## config.mk

```make
export PLATFORM = sky130hd
export DESIGN_NAME = mem_unit
export DESIGN_NICKNAME = d
export VERILOG_FILES = /design/src/rtl/mem_pkg.sv /design/src/rtl/mem_array.sv /design/src/rtl/mem_unit.sv
export SDC_FILE = /design/constraint.sdc
export NUM_CORES = 2
export LEC_CHECK = 0
export ABC_AREA = 1
export BUFFER_PORTS_ARGS = -buffer_cell sky130_fd_sc_hd__buf_2
export CELL_PAD_IN_SITES_DETAIL_PLACEMENT = 0
export CELL_PAD_IN_SITES_GLOBAL_PLACEMENT = 1
export CORE_ASPECT_RATIO = 1.75
export CORE_MARGIN = 10
export CORE_UTILIZATION = 50
export CTS_CLUSTER_SIZE = 12
export DETAILED_ROUTE_END_ITERATION = 12
export PLACE_DENSITY_LB_ADDON = 0.1
export SYNTH_ARGS = -nofsm -noshare
export SYNTH_HDL_FRONTEND = slang
export SYNTH_SLANG_ARGS = --single-unit
```

## constraint.sdc

```tcl
create_clock -name clk -period 7.65 [get_ports clk]
set_input_delay 1.53 -clock clk [delete_from_list [all_inputs] [get_ports clk]]
set_output_delay 1.53 -clock clk [all_outputs]
set_load 0.02 [all_outputs]
```

## src/rtl/mem_pkg.sv

```systemverilog
// mem_pkg: shared types and helpers for the mem_unit memory block.
// Contents: FSM state enum, default width constants, even-parity helper.
// Ports: none (package).
package mem_pkg;

    localparam int DEF_DATA_W = 8;
    localparam int DEF_ADDR_W = 8;
    // Widest word the parity helper accepts; callers zero-extend into it.
    localparam int PAR_MAX_W  = 64;

    typedef enum logic {
        BOOT = 1'b0,
        IDLE = 1'b1
    } state_t;

    // Even parity: stored bit makes the total count of ones (data + bit) even.
    function automatic logic even_parity(input logic [PAR_MAX_W-1:0] d);
        return ^d;
    endfunction

endpackage

```

## src/rtl/mem_array.sv

```systemverilog
// mem_array: DEPTH-word storage, one synchronous write port, one registered read port.
// Ports: clk/rst (sync, active-high; clears only the read register), wr_en/wr_addr/wr_data,
//        rd_en/rd_addr -> rd_data/rd_perr one cycle later. Optional macro MEM_PARITY_EN adds a parity bit per word.
module mem_array
    import mem_pkg::*;
#(
    parameter int DATA_W = DEF_DATA_W,
    parameter int ADDR_W = DEF_ADDR_W,
    parameter int DEPTH  = 2 ** ADDR_W
) (
    input  logic              clk,
    input  logic              rst,
    input  logic              wr_en,
    input  logic [ADDR_W-1:0] wr_addr,
    input  logic [DATA_W-1:0] wr_data,
    input  logic              rd_en,
    input  logic [ADDR_W-1:0] rd_addr,
    output logic [DATA_W-1:0] rd_data,
    output logic              rd_perr
);

`ifdef MEM_PARITY_EN
    localparam int STORE_W = DATA_W + 1;
`else
    localparam int STORE_W = DATA_W;
`endif
    localparam int IDX_W = (DEPTH > 1) ? $clog2(DEPTH) : 1;

    // Contents are deliberately not reset: they must survive a reset mid-boot.
    logic [STORE_W-1:0] mem [DEPTH];
    logic [STORE_W-1:0] wr_word;
    logic [STORE_W-1:0] rd_q;

`ifdef MEM_PARITY_EN
    assign wr_word = {even_parity(PAR_MAX_W'(wr_data)), wr_data};
    assign rd_perr = rd_q[DATA_W] ^ (^rd_q[DATA_W-1:0]);
`else
    assign wr_word = wr_data;
    assign rd_perr = 1'b0;
`endif

    // Callers only assert wr_en/rd_en for in-range addresses.
    always_ff @(posedge clk) begin
        if (wr_en) begin
            mem[wr_addr[IDX_W-1:0]] <= wr_word;
        end
    end

    always_ff @(posedge clk) begin
        if (rst) begin
            rd_q <= '0;
        end else if (rd_en) begin
            rd_q <= mem[rd_addr[IDX_W-1:0]];
        end
    end

    assign rd_data = rd_q[DATA_W-1:0];

endmodule

```

## src/rtl/mem_unit.sv

```systemverilog
// mem_unit: program/data memory with boot-load stream and valid/ready CPU request port.
// Ports: clk, rst (sync active-high); boot_en/boot_valid/boot_data/boot_last -> boot_ready/boot_done;
//        req_valid/req_we/req_addr/req_wdata -> req_ready; rsp_valid/rsp_rdata/rsp_err (1-cycle read latency, no backpressure).
// Optional macro MEM_PARITY_EN: per-word even parity, parity mismatch on read raises rsp_err.
module mem_unit
    import mem_pkg::*;
#(
    parameter int DATA_W = DEF_DATA_W,
    parameter int ADDR_W = DEF_ADDR_W,
    parameter int DEPTH  = 2 ** ADDR_W
) (
    input  logic              clk,
    input  logic              rst,
    input  logic              boot_en,
    input  logic              boot_valid,
    input  logic [DATA_W-1:0] boot_data,
    input  logic              boot_last,
    output logic              boot_ready,
    output logic              boot_done,
    input  logic              req_valid,
    output logic              req_ready,
    input  logic              req_we,
    input  logic [ADDR_W-1:0] req_addr,
    input  logic [DATA_W-1:0] req_wdata,
    output logic              rsp_valid,
    output logic [DATA_W-1:0] rsp_rdata,
    output logic              rsp_err
);

    localparam logic [ADDR_W:0]   DEPTH_L  = (ADDR_W + 1)'(DEPTH);
    localparam logic [ADDR_W-1:0] LAST_PTR = ADDR_W'(DEPTH - 1);

    state_t            state_q, state_d;
    logic [ADDR_W-1:0] boot_ptr_q, boot_ptr_d;
    logic              boot_done_q, boot_done_d;
    logic              rsp_valid_q;
    logic              oor_q;          // last accepted read was out of range

    logic              boot_wr;
    logic              req_acc, wr_acc, rd_acc, in_range;
    logic              arr_we, arr_re;
    logic [ADDR_W-1:0] arr_waddr;
    logic [DATA_W-1:0] arr_wdata, arr_rdata;
    logic              arr_perr;

    // Next-state logic. The boot stream stops at the last word even without
    // boot_last so the pointer never wraps back over address 0.
    always_comb begin
        state_d     = state_q;
        boot_ptr_d  = boot_ptr_q;
        boot_done_d = boot_done_q;
        boot_wr     = 1'b0;
        case (state_q)
            BOOT: begin
                if (boot_valid) begin
                    boot_wr = 1'b1;
                    if (boot_last || (boot_ptr_q == LAST_PTR)) begin
                        state_d     = IDLE;
                        boot_done_d = 1'b1;
                    end else begin
                        boot_ptr_d = boot_ptr_q + 1'b1;
                    end
                end else if (!boot_en) begin
                    state_d     = IDLE;
                    boot_done_d = 1'b1;
                end
            end
            IDLE:    state_d = IDLE;
            default: state_d = BOOT;
        endcase
    end

    // Handshakes are masked while rst is high so nothing is accepted during reset.
    assign boot_ready = (state_q == BOOT) && !rst;
    assign req_ready  = (state_q == IDLE) && !rst;
    assign boot_done  = boot_done_q;

    assign req_acc  = req_valid && req_ready;
    assign wr_acc   = req_acc && req_we;
    assign rd_acc   = req_acc && !req_we;
    assign in_range = ({1'b0, req_addr} < DEPTH_L);

    // Single write port shared by boot and CPU; the FSM state selects the source.
    assign arr_we    = (boot_wr && !rst) || (wr_acc && in_range);
    assign arr_waddr = (state_q == BOOT) ? boot_ptr_q : req_addr;
    assign arr_wdata = (state_q == BOOT) ? boot_data  : req_wdata;
    assign arr_re    = rd_acc && in_range;

    always_ff @(posedge clk) begin
        if (rst) begin
            state_q     <= BOOT;
            boot_ptr_q  <= '0;
            boot_done_q <= 1'b0;
            rsp_valid_q <= 1'b0;
            oor_q       <= 1'b0;
        end else begin
            state_q     <= state_d;
            boot_ptr_q  <= boot_ptr_d;
            boot_done_q <= boot_done_d;
            rsp_valid_q <= rd_acc;
            if (rd_acc) begin
                oor_q <= !in_range;
            end
        end
    end

    mem_array #(
        .DATA_W (DATA_W),
        .ADDR_W (ADDR_W),
        .DEPTH  (DEPTH)
    ) u_array (
        .clk     (clk),
        .rst     (rst),
        .wr_en   (arr_we),
        .wr_addr (arr_waddr),
        .wr_data (arr_wdata),
        .rd_en   (arr_re),
        .rd_addr (req_addr),
        .rd_data (arr_rdata),
        .rd_perr (arr_perr)
    );

    // Out-of-range reads leave the array register untouched; oor_q forces zero
    // data and the error flag, and both hold until the next accepted read.
    assign rsp_valid = rsp_valid_q && !rst;
    assign rsp_rdata = oor_q ? '0 : arr_rdata;
    assign rsp_err   = oor_q | arr_perr;

endmodule

```

# After elaboration in Yosys (flattened, before gate mapping)
# Memory sizes are Yosys's and may differ from the RTL's. A register that Yosys moved wholly into a read port is not among the register bits.
# Index checks and enable logic that the tools add are counted.
# classes
addsub,1
n_eq_ne,3
n_mux,13
n_bitwise,2
reduce_logical,13
# op_table
cell,count
8-bit two-way mux,2
1-bit two-way mux,10
"8-bit by 1-bit adder with 8-bit output, second input constant",1
"8-bit == test, second input constant",1
1-bit logical AND,7
3-bit AND reduction,2
"2-bit by 1-bit != test with 1-bit output, second input constant",2
1-bit zero test,2
1-bit logical OR,2
1-bit inverter,2
1-bit one-hot mux with 2 select lines,1
# word_totals
register_bits,11
ramBits,2048
in_bits,31
output_inout_bits,13
word_cells,37
mem_count,1
# mem_list
memory,words,word_bits,read_ports,rd_clocked_by_memory_dff,wr,line,rtl
u_array.mem,256,8,1,1,1,mem_array.sv:30,logic [STORE_W-1:0] mem [DEPTH];

# Depth between registers and ports, before layout
# depth
depth_word,7
mapped_depth,17
depth_no_buf,13

# Cells and area by module
# From an unflattened synthesis, not the netlist that was laid out.
# unflattened
hier_cells,7177
hier_area_um2,84319.6
# by_module_without_submodules
module,n_inst,cells_per_inst,area_each_um2,seq_area_each_um2
mem_array,1,7040,83533.9,61659.1
mem_unit,1,137,785.8,220.2

# Worst setup path after synthesis
# OpenSTA, ideal clock, no wires.
# synth_path
kind,input-to-reg
start,input port boot_data[0]
end,memory u_array.mem[0][0] (netlist name) (data pin)
setup_time_ns,0.824
arrival_time_ns,4.611
required_time_ns,6.826
slack_ns,2.215
stages,2
n_path_buf,0
path_cell_list,nand2_1 > nand2_1
# synth_via
elab_chain_cells,1
# synth_lines
element,line,rtl
start: declaration,mem_unit.sv:16,"input logic [DATA_W-1:0] boot_data,"
8-bit two-way mux,mem_unit.sv:86,assign arr_wdata = (state_q == BOOT) ? boot_data : req_wdata;
net arr_wdata[0],mem_unit.sv:43,"logic [DATA_W-1:0] arr_wdata, arr_rdata;"
end: declaration,mem_array.sv:30,
# The timed path passes the listed nets, and every way through them passes these cells.

==> flow_summary.ini <==
[logic_synthesis]
syn_nets = 7182
syn_area_per_cell_um2 = 11.79
synth-edff-count = 2048
synth_most_common_cell = nand2_1
synth_cell_types = 30
yosysWarnings = 0
synth-seq-area-share_pct = 73.39
ys_ff_latch = 2067
syn_area_um2 = 84310
synthCells = 7150
synth_largest_area_cell = edfxtp_1
async_flop_share_pct = 0
synth_top_cell_area_share_pct = 72.94
synth_top_cells_by_count = 2158 x nand2_1, 2048 x edfxtp_1, 2026 x nand3_1
synthFlopType = edfxtp_1
synth_area_leaders = edfxtp_1 73%, nand3_1 12%, nand2_1 9.6%, buf_2 1.8%, nor2_1 1.4%

[floorplanning]
die_w_um = 330.4
dieArea_um2 = 186100
io_pins = 44
rows = 199
die_y_um = 563.2
core_area_um2 = 167800
start_util_pct = 50.24

[sta]
setup_viol = 0
max_freq_mhz = 211.4
max_slew_margin_pct = 13.70
finalCritPeriodShare_pct = 61.82
finalHoldViolCount = 0
hold_ws_ps = 485.6
fin_setup_tns_ps = 0
rsz0062_at_grt = no
post-route-min-period_ps = 4730
skew_ps = 32.88
slew_viol_final = 0
worst_slew_pin_slew_ps = 1290

[critical_path]
start_kind = primary input
rr_worst_depth = 8
critical_path_required_ps = 8430
cp_max_fo = 113
arrival_ps = 5510
r2r_start = state_q
timing.rr.end = u_array.mem[178][1]
critPathKind = in -> reg
end_kind = flop
r2r_setup_slack_ps = 3600

[clock_network]
cts_buffers = 201
cts_buffer_depth = 4
cts.root.buffer_cell = clkbuf_16
clock-sinks = 2067
clock_latency_ps = 830
cts_tree = done
clkTransAtPathRegs_ps = 60
htree_levels = 4
postCtsSetupRepairBufs = 0
postCtsHoldBufs = 0
post_cts_resize_count = 0

[global_route]
antenna_found_initial = 8
gr-usage-all-layers_pct = 26.03
grt_pass1_vias = 52980
grt_pass1_wl_um = 358200
grt_max_degree = 179
overflow = 0

[pwr]
p_per_area_nw_per_um2 = 253.2
ir_drop_mv = 0.1925
p_leak_nw = 31.26

[run]
cap_violations = 0

[min_path]
hp-class = reg -> reg
hp-start = boot_ptr_q[1]
hold_depth = 2
hold-path-endpoint = boot_ptr_q[1]

[detailed_routing]
routed_wl_um = 245300
drc = 0
routed-via-count = 54232
drt_iter0_drc = 5188
via_per_inst = 5.857
first_pass_iters = 8
detail-route-antenna-nets = 0
wl_per_cell_um = 26.49

[status]
status = complete, no violations

[placed_design]
dp_hpwl_um = 140600
portBuffers = 42
finalWeightedCongestion = 0.8338

[cells_and_area]
utilization_pct = 54.25
area_delta_synth_final_pct = 7.974
nets = 7023
drive_above_1_share_pct = 5.250
num-fill-cells = 14327
-- final cells by class --
class,count,area (µm²),share of cell area (%)
Sequential cell,2067,61880,67.97
Multi-Input combinational cell,4532,19720,21.66
Clock buffer,254,5281,5.801
Tap cell,2211,2766,3.039
Timing Repair Buffer,127,1059,1.163
Inverter,62,275.3,0.3024
Clock inverter,5,50.05,0.05498
Antenna cell,2,5.005,0.005498
-- routing by layer --
layer	vias to the layer above	GRT usage, %	routed length (µm)
met5	-	0	27
met4	4	12.37	12830
met3	472	3.086	14120
met2	1936	45.35	126400
met1	26958	31.95	91940
li1	24862	-	-
-- where the power goes --
group	internal [mW]	total (mW)	switching, mW
Sequential	12.6	12.6	0.00595
Clock	4.79	8.74	3.96
Combinational	0.322	1.66	1.34
Total	17.7	23.1	5.30
-- worst max path at each step --
stage,start,endpoint,slack [ps],depth (start not counted)
after floorplan,boot_data[0],u_array.mem[0][0],2210,2
after global placement,req_addr[4],u_array.mem[55][1],1970,7
after detailed placement,req_addr[4],u_array.mem[58][1],1950,7
after CTS,req_addr[4],u_array.mem[55][3],2820,7
after global routing,req_addr[4],u_array.mem[58][0],2770,7
final,req_addr[2],u_array.rd_data[3],2920,14
-- layout by cell type (no fill, tap or decap), drive strengths merged, types with 2 or more instances in the layout --
master	synthesis	final
a21oi	6	6
buf	399	127
clkbuf	90	254
clkinv	3	5
dfxtp	19	19
diode	0	2
edfxtp	2048	2048
inv	59	60
nand2	2160	2160
nand3	2026	2026
nand4	2	2
nor2	314	314
nor3	3	3
o21ai	13	13
xor2	2	2
-- flip-flops by register name, summed over array words and instances, names as in the netlist --
| register | cells |
|---|---|
| boot_ptr_q | 8 |
| u_array.rd_data | 8 |
| u_array.mem | 2048 |
| state_q | 1 |
| rsp_valid_q | 1 |
| boot_done | 1 |
-- metrics by stage --
step	cell area [µm²]	std cells	worst slack (ps)	total power [mW]
5_1_grt	91030	9259	2765	23.68
6_report	91040	9260	2920	23.05
3_5_place_dp	85700	8999	1952	14.56
2_1_floorplan	84310	7150	2215	13.94
4_1_cts	91030	9258	2824	23.17
3_3_place_gp	85700	8999	1973	14.54
-- worst max-delay path, stage by stage --
cell,delay (ps)
buf_8,190
inv_8,530
buf_12,520
buf_4,830
nand3_1,360
nand3_1,180
nand3_1,90
nand3_1,150
nand3_1,360
nand2_1,170
nand2_1,60
nand3_1,90
nand2_1,60
inv_1,40
-- cells by family (layout without fill, tap and decap cells) --
family / count (synthesis) / in the layout / share of synthesized area [%]
and+or+nand+nor: 4507 / 4507 / 23.10
DFF: 2067 / 2067 / 73.39
buffers and inverters: 551 / 448 / 3.323
AOI/OAI and AO/OA: 21 / 21 / 0.1410
xor gates and xnor gates: 2 / 2 / 0.02078
adders and majority gates: 1 / 1 / 0.01484
other: 1 / 3 / 0.004448
Power figures use the tool's default switching activity.
